===== config.mk =====
export PLATFORM = sky130hd
export DESIGN_NAME = group_store_scheduler_flat
export DESIGN_NICKNAME = d
export VERILOG_FILES = /design/src/rtl/group_store_scheduler_if.sv /design/src/rtl/group_store_scheduler.sv /design/src/flat_wrapper.sv
export SDC_FILE = /design/constraint.sdc
export NUM_CORES = 1
export LEC_CHECK = 0
export ABC_AREA = 1
export CAP_MARGIN = 30
export CORE_ASPECT_RATIO = 0.6
export CORE_MARGIN = 1
export CORE_UTILIZATION = 53
export DETAILED_ROUTE_END_ITERATION = 12
export GPL_TIMING_DRIVEN = 0
export HOLD_SLACK_MARGIN = 0.12
export PLACE_DENSITY_LB_ADDON = 0.12
export SLEW_MARGIN = 20
export SYNTH_ARGS = -nofsm -noshare
export SYNTH_HDL_FRONTEND = slang
export SYNTH_SLANG_ARGS = --single-unit

===== constraint.sdc =====
create_clock -name clock -period 2.84 [get_ports clock]
set_input_delay 0.568 -clock clock [delete_from_list [all_inputs] [get_ports clock]]
set_output_delay 0.568 -clock clock [all_outputs]
set_load 0.02 [all_outputs]

===== src/rtl/group_store_scheduler_if.sv =====
// Handshake bundle between the group store scheduler and its pixel source, grouper and frame-buffer port.
// GROUP_STORE_CHECKSUM_EN adds the frame checksum signal.
interface group_store_scheduler_if #(
   parameter int GROUP_SIZE = 16,
   parameter int ADDR_WIDTH = 9
);
   logic                  start;
   logic                  bitValid;
   logic                  bitIn;
   logic                  bitReady;
   logic                  grpEnable;
   logic                  grpElement;
   logic                  grpLoaded;
   logic [GROUP_SIZE-1:0] grpData;
   logic                  memWrite;
   logic [ADDR_WIDTH-1:0] memAddr;
   logic [GROUP_SIZE-1:0] memData;
   logic                  memAck;
   logic                  busy;
   logic                  done;
`ifdef GROUP_STORE_CHECKSUM_EN
   logic [GROUP_SIZE-1:0] checksum;

   modport master (
      input  start, bitValid, bitIn, grpLoaded, grpData, memAck,
      output bitReady, grpEnable, grpElement, memWrite, memAddr, memData, busy, done, checksum
   );
   modport slave (
      output start, bitValid, bitIn, grpLoaded, grpData, memAck,
      input  bitReady, grpEnable, grpElement, memWrite, memAddr, memData, busy, done, checksum
   );
`else
   modport master (
      input  start, bitValid, bitIn, grpLoaded, grpData, memAck,
      output bitReady, grpEnable, grpElement, memWrite, memAddr, memData, busy, done
   );
   modport slave (
      output start, bitValid, bitIn, grpLoaded, grpData, memAck,
      input  bitReady, grpEnable, grpElement, memWrite, memAddr, memData, busy, done
   );
`endif
endinterface


===== src/rtl/group_store_scheduler.sv =====
// Feeds a pixel bit stream into a grouper and writes each finished group to a frame buffer.
// Optional XOR checksum of the written frame under GROUP_STORE_CHECKSUM_EN.
module group_store_scheduler #(
   parameter int GROUP_SIZE      = 16,
   parameter int WORDS_PER_FRAME = 300,
   parameter int ADDR_WIDTH      = 9,
   parameter int BASE_ADDR       = 0
) (
   input logic                     clock,
   input logic                     resetN,
   group_store_scheduler_if.master bus
);
   localparam int CNT_W = (GROUP_SIZE > 1) ? $clog2(GROUP_SIZE) : 1;
   localparam logic [CNT_W-1:0]      LAST_BIT   = CNT_W'(GROUP_SIZE - 1);
   localparam logic [ADDR_WIDTH-1:0] LAST_WORD  = ADDR_WIDTH'(WORDS_PER_FRAME - 1);
   localparam logic [ADDR_WIDTH-1:0] FIRST_ADDR = ADDR_WIDTH'(BASE_ADDR);

   typedef enum logic [2:0] {IDLE, FILL, WAIT_GRP, WRITE, DONE} state_t;

   state_t                state_reg, state_next;
   logic [CNT_W-1:0]      bit_cnt_reg;
   logic [ADDR_WIDTH-1:0] word_cnt_reg;
   logic [ADDR_WIDTH-1:0] mem_addr_reg;
   logic [GROUP_SIZE-1:0] mem_data_reg;
   logic                  accept;
   logic                  last_bit;
   logic                  last_word;

   assign accept    = (state_reg == FILL) && bus.bitValid;
   assign last_bit  = (bit_cnt_reg == LAST_BIT);
   assign last_word = (word_cnt_reg == LAST_WORD);

   always_ff @(posedge clock or negedge resetN) begin
      if (!resetN) state_reg <= IDLE;
      else         state_reg <= state_next;
   end

   always_comb begin
      state_next = state_reg;
      case (state_reg)
         IDLE:     if (bus.start)           state_next = FILL;
         FILL:     if (accept && last_bit)  state_next = WAIT_GRP;
         WAIT_GRP: if (bus.grpLoaded)       state_next = WRITE;
         WRITE:    if (bus.memAck)          state_next = last_word ? DONE : FILL;
         DONE:                              state_next = IDLE;
         default:                           state_next = IDLE;
      endcase
   end

   always_ff @(posedge clock or negedge resetN) begin
      if (!resetN) begin
         bit_cnt_reg  <= '0;
         word_cnt_reg <= '0;
         mem_addr_reg <= '0;
         mem_data_reg <= '0;
      end else begin
         case (state_reg)
            IDLE: if (bus.start) begin
               bit_cnt_reg  <= '0;
               word_cnt_reg <= '0;
               mem_addr_reg <= FIRST_ADDR;
            end
            FILL: if (accept) bit_cnt_reg <= last_bit ? '0 : bit_cnt_reg + 1'b1;
            WAIT_GRP: if (bus.grpLoaded) mem_data_reg <= bus.grpData;
            // The final word leaves the address on the last location of the frame.
            WRITE: if (bus.memAck && !last_word) begin
               mem_addr_reg <= mem_addr_reg + 1'b1;
               word_cnt_reg <= word_cnt_reg + 1'b1;
            end
            default: ;
         endcase
      end
   end

`ifdef GROUP_STORE_CHECKSUM_EN
   logic [GROUP_SIZE-1:0] checksum_reg;

   always_ff @(posedge clock or negedge resetN) begin
      if (!resetN)                                  checksum_reg <= '0;
      else if (state_reg == IDLE && bus.start)      checksum_reg <= '0;
      else if (state_reg == WRITE && bus.memAck)    checksum_reg <= checksum_reg ^ mem_data_reg;
   end

   assign bus.checksum = checksum_reg;
`endif

   assign bus.bitReady   = (state_reg == FILL);
   assign bus.grpEnable  = accept;
   // Gated by reset so every output reads 0 while reset is held.
   assign bus.grpElement = bus.bitIn & resetN;
   assign bus.memWrite   = (state_reg == WRITE);
   assign bus.memAddr    = mem_addr_reg;
   assign bus.memData    = mem_data_reg;
   assign bus.busy       = (state_reg != IDLE);
   assign bus.done       = (state_reg == DONE);
endmodule


===== src/flat_wrapper.sv =====
// flat-port wrapper written by rule: the top's interface ports become plain ports
module group_store_scheduler_flat 
#(
   parameter int GROUP_SIZE      = 16,
   parameter int WORDS_PER_FRAME = 300,
   parameter int ADDR_WIDTH      = 9,
   parameter int BASE_ADDR       = 0
)
  (clock, resetN, bus_start, bus_bitValid, bus_bitIn, bus_grpLoaded, bus_grpData, bus_memAck, bus_bitReady, bus_grpEnable, bus_grpElement, bus_memWrite, bus_memAddr, bus_memData, bus_busy, bus_done);
  group_store_scheduler_if #(.GROUP_SIZE(GROUP_SIZE), .ADDR_WIDTH(ADDR_WIDTH)) bus_i ();
  input logic clock;
  input logic resetN;
  input wire logic [$bits(bus_i.start)-1:0] bus_start;
  input wire logic [$bits(bus_i.bitValid)-1:0] bus_bitValid;
  input wire logic [$bits(bus_i.bitIn)-1:0] bus_bitIn;
  input wire logic [$bits(bus_i.grpLoaded)-1:0] bus_grpLoaded;
  input wire logic [$bits(bus_i.grpData)-1:0] bus_grpData;
  input wire logic [$bits(bus_i.memAck)-1:0] bus_memAck;
  output wire logic [$bits(bus_i.bitReady)-1:0] bus_bitReady;
  output wire logic [$bits(bus_i.grpEnable)-1:0] bus_grpEnable;
  output wire logic [$bits(bus_i.grpElement)-1:0] bus_grpElement;
  output wire logic [$bits(bus_i.memWrite)-1:0] bus_memWrite;
  output wire logic [$bits(bus_i.memAddr)-1:0] bus_memAddr;
  output wire logic [$bits(bus_i.memData)-1:0] bus_memData;
  output wire logic [$bits(bus_i.busy)-1:0] bus_busy;
  output wire logic [$bits(bus_i.done)-1:0] bus_done;
  assign bus_i.start = bus_start;
  assign bus_i.bitValid = bus_bitValid;
  assign bus_i.bitIn = bus_bitIn;
  assign bus_i.grpLoaded = bus_grpLoaded;
  assign bus_i.grpData = bus_grpData;
  assign bus_i.memAck = bus_memAck;
  assign bus_bitReady = bus_i.bitReady;
  assign bus_grpEnable = bus_i.grpEnable;
  assign bus_grpElement = bus_i.grpElement;
  assign bus_memWrite = bus_i.memWrite;
  assign bus_memAddr = bus_i.memAddr;
  assign bus_memData = bus_i.memData;
  assign bus_busy = bus_i.busy;
  assign bus_done = bus_i.done;
  group_store_scheduler #(.GROUP_SIZE(GROUP_SIZE), .WORDS_PER_FRAME(WORDS_PER_FRAME), .ADDR_WIDTH(ADDR_WIDTH), .BASE_ADDR(BASE_ADDR)) u_core (.clock(clock), .resetN(resetN), .bus(bus_i));
endmodule

==> impl_summary.log, run 1 <==
[metrics] run status: complete, no violations
[metrics] placeable core region: 3850 um^2
[metrics] effective utilization at floorplan: 58.1%
[metrics] syn_nets: 312
[metrics] Detailed Place HPWL: 3.85 mm
[metrics] leakage power figure: 1.45 nW
[metrics] type of element launching the critical path: flip-flop
[metrics] worst path required time: 2270 ps
[metrics] Final period util: 93.9%
[metrics] final net count: 372
[metrics] Max H-tree Level: 2
[metrics] remaining number of nets flagged by the antenna check after routing: 0
[metrics] sequential cell area fraction in the yosys report: 45.8%
[metrics] commonest non-fill, non-tap cell in the layout: nand2_1
[metrics] post-layout instance area: 2950 um^2
[metrics] element type at the critical path end: output port
[metrics] CTS Root Buffer Type: clkbuf_8
[metrics] RSZ-0062 raised after global routing: false
[metrics] via count of the routed design: 2096
[metrics] power density over the cells: 805 nW/um^2
[metrics] yosys warns: 0
[metrics] placed inst area: 2850 um^2
[metrics] maximum number of pins on one net before global-route repair: 33
[metrics] CTS tree: done
[metrics] count of inserted antenna diode cells: 0
[metrics] class of the worst hold path: in2async
[metrics] number of clock sinks seen by CTS: 41
[metrics] area enclosed by the die boundary: 4500 um^2
[metrics] number of top-level pins: 54
[metrics] total number of placement rows: 17
[metrics] total of hold buffers inserted after clock tree synthesis: 0
[metrics] mean instance size in the synthesized netlist: 7.83 um^2
[metrics] total power after layout: 2.37 mW
[metrics] antenna violations before repair: 0
[metrics] Congestion Overflow GR: 0
[metrics] post-synthesis cell area: 2240 um^2
[metrics] maximum vdd ir drop: 0.482 mV
[metrics] maximum net fanout on the critical path: 7
[metrics] Critical Path AT: 2100 ps
[metrics] distinct cell type count of the synthesized netlist: 24
[metrics] WL per Instance: 13.2 um
[metrics] Area growth syn-to-layout: 31.6%
[metrics] count of buffers added by post-CTS timing repair for setup: 0
[metrics] max reg flops: 16
[metrics] number of cells produced by synthesis: 286
[metrics] worst reg2reg endpoint: u_core.bit_cnt_reg[3]
[metrics] number of flip-flops and latches in the synthesized netlist: 41
[metrics] PostCTS Resize Cnt: 0
[metrics] clk slew on worst S/H paths: 80 ps
[metrics] final hold vios: 0
[metrics] first element of the critical path: u_core.state_reg[1]
[metrics] slack of the worst reg-to-reg path: 1270 ps
[metrics] Final Core Density: 76.5%
[metrics] die extent in x: 85.9 um
[metrics] final weighted congestion in routability-driven placement: 0.811
[metrics] first-pass GRT wire length: 8.95 mm
[metrics] input/output buffers: 52
[metrics] number of max-slew violations in the final report: 0
[metrics] number of buffers between clock root and the deepest sink: 2
[metrics] count of cells along the worst register-to-register path: 6
[metrics] Worst-Skew Late Latency: 290 ps
[metrics] detailed-route wire length: 5.35 mm
[metrics] number of max-cap violations: 0
[metrics] Worst Setup Path Type: reg2out
[metrics] setup skew after layout: 3.28 ps
[metrics] fraction of final layout cells sized beyond drive strength 1: 10.4%
[metrics] pin slew with the least headroom to its limit: 438 ps
[metrics] number of iterations in the first detailed-routing pass: 4
[metrics] clock buffers created by TritonCTS: 5
[metrics] GRT Overall Usage: 26.3%
[metrics] highest attainable clock frequency: 375 MHz
[metrics] via count of the first global-routing pass: 2031
[metrics] DRC violation count after routing: 0
[metrics] shortest clock period the worst path allows after layout: 2670 ps
[metrics] count of final setup violators: 0
[metrics] highest-count cells in the layout ignoring fill and taps: nand2_1, nand3_1, clkdlybuf4s50_1
[metrics] drt via density: 5.19
[metrics] DR iter-0 viols: 106
[metrics] startpoint of the worst-slack reg-to-reg timing path: u_core.state_reg[1]
[metrics] Die Height: 52.3 um
[metrics] Slew headroom: 70.8%
==> logic make-up after synthesis <==
kind of cell | after synthesis | synth area share [%]
AOI/OAI and AO/OA | 15 | 3.86
xor gates and xnor gates | 9 | 3.52
adders and majority gates | 3 | 1.68
and+or+nand+nor | 176 | 35.9
buffers and inverters | 42 | 9.22
DFF | 41 | 45.8
==> critical path: stages (launching register included) <==
cell	delay (ps)
dfrtp_1	510
nor3_4	360
nand2_1	230
inv_1	100
clkdlybuf4s50_1	600
==> per-layer routing <==
| layer | part of all wire, % | GRT usage, % |
|---|---|---|
| met2 | 46 | 45.0 |
| met5 | 0 | 0 |
| met3 | 6.7 | 5.35 |
| met4 | 1.1 | 8.61 |
| met1 | 47 | 34.1 |
==> cell usage after synthesis (all sizes together) <==
cell    instances  area [um^2]
buf             9         82.6
clkbuf          2         7.51
clkinv          1         3.75
dfrtp          41         1030
ha              3         37.5
inv            30          113
nand2          96          385
nand3          55          275
nand4           2         12.5
nor2           16         77.6
nor3            6         46.3
o21ai          15         86.3
or2             1         6.26
xnor2           4         35.0
xor2            5         43.8
==> through the flow <==
step	setup WS (ps)	instances	hold slack, ps	setup TNS, ps
after detailed placement	366	396	457	0
after global placement	-914	395	453	-914
after floorplan	1060	286	272	0
after global routing	64.8	404	148	0
final	173	404	133	0
after CTS	155	404	135	0
==> final cells by class <==
type                            count  area, um^2
Fill cell                         290         903
Sequential cell                    41        1030
Inverter                           31         116
Clock inverter                      1        5.00
Timing Repair Buffer               53         536
Buffer                             11        90.1
Clock buffer                        7        96.3
Multi-Input combinational cell    203        1010
Tap cell                           57        71.3
==> where the power goes <==
| part | internal (mW) | total, mW | switching, mW |
|---|---|---|---|
| logic | 0.469 | 1.09 | 0.626 |
| registers | 0.735 | 0.854 | 0.118 |
| clock network | 0.220 | 0.422 | 0.203 |
| total | 1.42 | 2.37 | 0.947 |
==> how the worst max path moves through the flow <==
stage | endpoint | slack (ps) | cells past startpoint
floorplan | bus_grpEnable | 1060 | 3
global placement | bus_grpElement | -910 | 4
detailed placement | bus_grpEnable | 370 | 4
CTS | bus_grpEnable | 160 | 4
global route | bus_grpEnable | 60 | 4
finish | bus_grpEnable | 170 | 4
(Power assumes the default switching activity.)
==> run 2, diff against run 1 <==
--- a/config.mk
+++ b/config.mk
@@ -8,7 +8,6 @@
 export ABC_AREA = 1
 export CAP_MARGIN = 30
 export CORE_ASPECT_RATIO = 0.6
-export CORE_MARGIN = 1
 export CORE_UTILIZATION = 53
 export DETAILED_ROUTE_END_ITERATION = 12
 export GPL_TIMING_DRIVEN = 0
==> constraint.sdc (replaced) <==
create_clock -name clock -period 2.84 [get_ports clock]
set_input_delay 0.852 -clock clock [delete_from_list [all_inputs] [get_ports clock]]
set_output_delay 0.852 -clock clock [all_outputs]
set_load 0.02 [all_outputs]
==> run 2 against run 1 <==
Critical path depth unchanged; non-clock buffer count is the same; global-route usage is the same; clock skew about the same; register-to-register slack barely moved; count of clock-buffer cells in the layout unchanged; power barely moved; worst setup slack got worse by 72 ps; via count hardly changed; highest routed layer unchanged; die area did not move; final cell count stayed put; largest power group unchanged.
==> impl_summary.log, run 2 (synthesis gave the netlist of run 1 again) <==
[metrics] run status: complete, no violations
[metrics] RSZ-0062 raised after global routing: false
[metrics] highest-count cells in the layout ignoring fill and taps: nand2_1, nand3_1, clkdlybuf4s50_1
[metrics] area of all sequential standard cells: 1030 um^2
[metrics] area of combinational cells with multiple inputs: 1010 um^2
[metrics] DRC violation count after routing: 0
[metrics] accumulated negative setup slack: 0 ps
[metrics] cell type of the slowest stage on the worst timing path: clkdlybuf4s50_1
[metrics] via count of the first global-routing pass: 2031
[metrics] count of final setup violators: 0
[metrics] Die Height: 52.3 um
[metrics] setup skew after layout: 3.43 ps
[metrics] maximum net fanout on the critical path: 5
[metrics] input/output buffers: 52
[metrics] total power after layout: 2.37 mW
[metrics] number of max-cap violations: 0
[metrics] Worst Setup Path Type: in2out
[metrics] number of top-level pins: 54
[metrics] shortest clock period the worst path allows after layout: 2740 ps
[metrics] Congestion Overflow GR: 0
[metrics] number of cells on the critical path: 4
[metrics] area enclosed by the die boundary: 4500 um^2
[metrics] Area growth syn-to-layout: 31.6%
[metrics] type of element launching the critical path: input port
[metrics] worst path required time: 1990 ps
[metrics] Final period util: 96.4%
[metrics] class of the worst hold path: in2async
[metrics] startpoint of the worst-slack reg-to-reg timing path: u_core.state_reg[2]
[metrics] number of iterations in the first detailed-routing pass: 4
[metrics] first-pass GRT wire length: 8.95 mm
[metrics] antenna violations before repair: 0
[metrics] Max H-tree Level: 2
[metrics] power density over the cells: 804 nW/um^2
[metrics] GRT Overall Usage: 26.3%
[metrics] number of buffers between clock root and the deepest sink: 2
[metrics] clock buffers created by TritonCTS: 5
[metrics] fraction of final layout cells sized beyond drive strength 1: 10.7%
[metrics] number of clock sinks seen by CTS: 41
[metrics] final weighted congestion in routability-driven placement: 0.811
[metrics] number of max-slew violations in the final report: 0
[metrics] highest attainable clock frequency: 365 MHz
[metrics] Critical Path AT: 1890 ps
[metrics] Detailed Place HPWL: 3.85 mm
[metrics] maximum number of pins on one net before global-route repair: 33
[metrics] placed inst area: 2850 um^2
[metrics] final net count: 372
[metrics] final hold vios: 0
[metrics] clk slew on worst S/H paths: 80 ps
[metrics] count of non-filler cells in the finished layout: 404
[metrics] crit path cell chain: clkdlybuf4s50_1 > nand2_2 > inv_1 > dlygate4sd2_1
[metrics] die extent in x: 85.9 um
[metrics] count of inserted antenna diode cells: 0
[metrics] effective utilization at floorplan: 58.1%
[metrics] delay of the slowest cell on the worst path: 510 ps
[metrics] Worst Path Buf+Inv: 3
[metrics] placeable core region: 3850 um^2
[metrics] final hold slack: 418 ps
[metrics] remaining number of nets flagged by the antenna check after routing: 0
[metrics] element type at the critical path end: output port
[metrics] commonest non-fill, non-tap cell in the layout: nand2_1
[metrics] via count of the routed design: 2097
[metrics] count of buffers added by post-CTS timing repair for setup: 0
[metrics] CTS Root Buffer Type: clkbuf_8
[metrics] count of cells along the worst register-to-register path: 7
[metrics] pin slew with the least headroom to its limit: 438 ps
[metrics] cell family with the largest share of critical-path delay: buffers and inverters
[metrics] drt via density: 5.19
[metrics] Cells after DPL: 396
[metrics] post-layout instance area: 2950 um^2
[metrics] maximum vdd ir drop: 0.482 mV
[metrics] leakage power figure: 1.46 nW
[metrics] fill cell instance count of the final layout: 291
[metrics] total number of placement rows: 17
[metrics] Worst-Skew Late Latency: 290 ps
[metrics] DR iter-0 viols: 104
[metrics] WL per Instance: 13.2 um
[metrics] CTS tree: done
[metrics] max reg flops: 16
[metrics] first element of the critical path: bus_bitValid
[metrics] Slew headroom: 70.8%
[metrics] detailed-route wire length: 5.34 mm
[run 2: cell count changes in the layout (fill, tap and decap cells not counted)]
cell	previous run	this run
dlygate4sd2_1	0	2
nand2_2	7	8
clkdlybuf4s50_1	51	49
nand2_1	88	87
[run 2: final cells by class]
class                           count  area share [%]
Sequential cell                    41            34.8
Multi-Input combinational cell    203            34.2
Timing Repair Buffer               53            18.1
Inverter                           31            3.95
Clock buffer                        7            3.27
Buffer                             11            3.06
Tap cell                           57            2.42
Clock inverter                      1           0.170
[run 2: worst paths after layout]
kind,end,slack [ps]
setup / recovery,bus_grpEnable,100
max in group asynchronous,u_core.bus.memData[7],1970
hold / removal,u_core.bus.memData[14],420
min in group clock,u_core.bus.memData[6],470
hold reg to reg,u_core.bus.memData[6],470
setup reg to reg,u_core.bus.memData[5],1270
[run 2: through the flow]
stage	utilization, %	worst slack (ps)
global placement	73.5	-1480
CTS	76.5	49.8
detailed placement	73.9	-202
floorplan	-	774
global route	76.5	51.3
finish	76.5	101
[run 2: repair_timing]
| item | in CTS | in global routing |
|---|---|---|
| gates cloned | 0 | 0 |
| hold buffers | 0 | 0 |
| endpoints found under the setup margin | 2 | 1 |
| gates resized for setup | 2 | 1 |
[run 2: power by group]
group | total, mW | switching (mW) | internal [mW]
Combinational | 1.09 | 0.627 | 0.466
Clock | 0.422 | 0.203 | 0.220
Sequential | 0.854 | 0.118 | 0.735
Total | 2.37 | 0.948 | 1.42
[run 2: metal layers]
layer  vias up  wire length (um)  GRT usage, %
met3         7               350          5.35
met4         0                58          8.61
li1       1033                 -             -
met1       986              2500          34.1
met2        71              2440          45.0
met5         -                 0             0
==> run 3, diff against run 2 <==
--- a/config.mk
+++ b/config.mk
@@ -12,7 +12,8 @@
 export DETAILED_ROUTE_END_ITERATION = 12
 export GPL_TIMING_DRIVEN = 0
 export HOLD_SLACK_MARGIN = 0.12
-export PLACE_DENSITY_LB_ADDON = 0.12
+export PLACE_DENSITY = 0.85
+export RECOVER_POWER = 100
 export SLEW_MARGIN = 20
 export SYNTH_ARGS = -nofsm -noshare
 export SYNTH_HDL_FRONTEND = slang
==> run 3 against run 2 <==
Global-route usage is 0.92 points higher; clock skew is 1.8 ps higher; register-to-register slack got worse by 440 ps; sequential share of layout area is 0.13 points higher; largest power group unchanged; critical path type unchanged; fmax decreased by 0.83%; combinational power shrank 6%; sequential power shrank 0.8%; critical endpoint unchanged.
==> impl_summary.log, run 3 (synthesis gave the netlist of run 1 again) <==
[metrics] Final Core Density: 76.2%
[metrics] area enclosed by the die boundary: 4500 um^2
[metrics] met3 routed WL: 274 um
[metrics] fraction of final layout cells sized beyond drive strength 1: 7.18%
[metrics] WL per Instance: 13.8 um
[metrics] met1 routed wirelength after detailed routing: 2.67 mm
[metrics] Detailed Place HPWL: 3.83 mm
[metrics] Die Height: 52.3 um
[metrics] via count of the first global-routing pass: 1931
[metrics] number of max-slew violations in the final report: 0
[metrics] uppermost metal layer occupied by signal nets: met4
[metrics] die extent in x: 85.9 um
[metrics] clock buffers created by TritonCTS: 5
[metrics] fill cell instance count of the final layout: 308
[metrics] DR iter-0 viols: 97
[metrics] number of buffers between clock root and the deepest sink: 2
[metrics] area of all sequential standard cells: 1030 um^2
[metrics] placeable core region: 3850 um^2
[metrics] first element of the critical path: bus_bitValid
[metrics] class of the worst hold path: in2async
[metrics] remaining number of nets flagged by the antenna check after routing: 0
[metrics] antenna violations before repair: 0
[metrics] count of buffers added by post-CTS timing repair for setup: 0
[metrics] placed inst area: 2850 um^2
[metrics] Critical Path AT: 1910 ps
[metrics] effective utilization at floorplan: 58.1%
[metrics] leakage power figure: 1.52 nW
[metrics] input/output buffers: 52
[metrics] clk slew on worst S/H paths: 80 ps
[metrics] count of inserted antenna diode cells: 0
[metrics] total power after layout: 2.43 mW
[metrics] CTS Root Buffer Type: clkbuf_8
[metrics] area of combinational cells with multiple inputs: 981 um^2
[metrics] Congestion Overflow GR: 0
[metrics] maximum vdd ir drop: 0.493 mV
[metrics] Area growth syn-to-layout: 31.1%
[metrics] type of element launching the critical path: input port
[metrics] highest attainable clock frequency: 362 MHz
[metrics] count of final setup violators: 0
[metrics] number of max-cap violations: 0
[metrics] startpoint of the worst-slack reg-to-reg timing path: u_core.state_reg[2]
[metrics] Worst-Skew Late Latency: 300 ps
[metrics] accumulated negative setup slack: 0 ps
[metrics] Slew headroom: 41.7%
[metrics] highest-count cells in the layout ignoring fill and taps: nand2_1, nand3_1, dfrtp_1
[metrics] drt via density: 5.15
[metrics] element type at the critical path end: output port
[metrics] post-layout instance area: 2940 um^2
[metrics] final hold vios: 0
[metrics] total number of placement rows: 17
[metrics] number of iterations in the first detailed-routing pass: 4
[metrics] final hold slack: 382 ps
[metrics] maximum number of pins on one net before global-route repair: 17
[metrics] maximum net fanout on the critical path: 5
[metrics] GRT Overall Usage: 27.3%
[metrics] shortest clock period the worst path allows after layout: 2760 ps
[metrics] number of top-level pins: 54
[metrics] Max H-tree Level: 2
[metrics] first-pass GRT wire length: 9.14 mm
[metrics] Worst Setup Path Type: in2out
[metrics] final weighted congestion in routability-driven placement: 0.829
[metrics] power density over the cells: 828 nW/um^2
[metrics] pin slew with the least headroom to its limit: 874 ps
[metrics] run status: complete, no violations
[metrics] number of clock sinks seen by CTS: 41
[metrics] metal2 WL: 2.58 mm
[metrics] final net count: 373
[metrics] DRC violation count after routing: 0
[metrics] CTS tree: done
[metrics] max reg flops: 16
[metrics] worst path required time: 1990 ps
[metrics] detailed-route wire length: 5.60 mm
[metrics] commonest non-fill, non-tap cell in the layout: nand2_1
[metrics] RSZ-0062 raised after global routing: false
[metrics] Final period util: 97.2%
[metrics] via count of the routed design: 2085
[metrics] setup skew after layout: 5.24 ps
[run 3: cell types whose count changed in the layout (fill, tap and decap cells not counted), sizes merged]
cell and change:
dlygate4sd3 +29, clkbuf +3, bufinv +2, clkdlybuf4s50 -29, dlygate4sd2 -1, clkdlybuf4s15 +1
buf -4
[run 3: path summary, 6_finish.rpt]
kind                                          end  slack, ps  cells past startpoint
max                                 bus_grpEnable         80                      4
min                        u_core.bus.memData[10]        380                      1
max reg2reg                 u_core.bus.memData[8]        830                      7
min reg2reg                u_core.bus.memData[14]        470                      2
max in group asynchronous   u_core.bit_cnt_reg[0]       1420                      2
min in group clock         u_core.bus.memData[14]        470                      2
[run 3: timing repair]
item / CTS / global route
resized for setup: 3 / 1
setup endpoints to repair: 2 / 1
pin swaps: 0 / 0
gates cloned: 1 / 0
hold buffers: 0 / 0
[run 3: report_power, final]
part / internal (mW) / switching, mW / total, mW
sequential: 0.735 / 0.112 / 0.847
clock: 0.349 / 0.215 / 0.565
combinational: 0.397 / 0.622 / 1.02
[run 3: cell type report]
type                            count  share of cell area, %
Sequential cell                    41                   35.0
Multi-Input combinational cell    203                   33.4
Timing Repair Buffer               54                   18.4
Inverter                           31                   3.96
Tap cell                           57                   2.43
Clock buffer                        5                   2.34
Buffer                             11                   2.26
Clock inverter                      3                   2.22
[run 3: routing by layer]
metal  vias up  track usage, %
met5         -               0
met4         0            8.61
met3         8            5.98
met1       994            37.1
met2        54            44.0
li1       1029               -
[run 3: worst max-delay path, cell delays in order]
cell and delay (ps):
clkdlybuf4s50_1 490, nand2_1 140, inv_1 100, clkdlybuf4s15_1 330
[run 3: stage by stage]
stage / setup WS (ps) / std cells
floorplan: 774 / 286
global placement: -1500 / 395
detailed placement: -185 / 396
CTS: 43.2 / 405
global route: 35.2 / 405
finish: 78.2 / 405
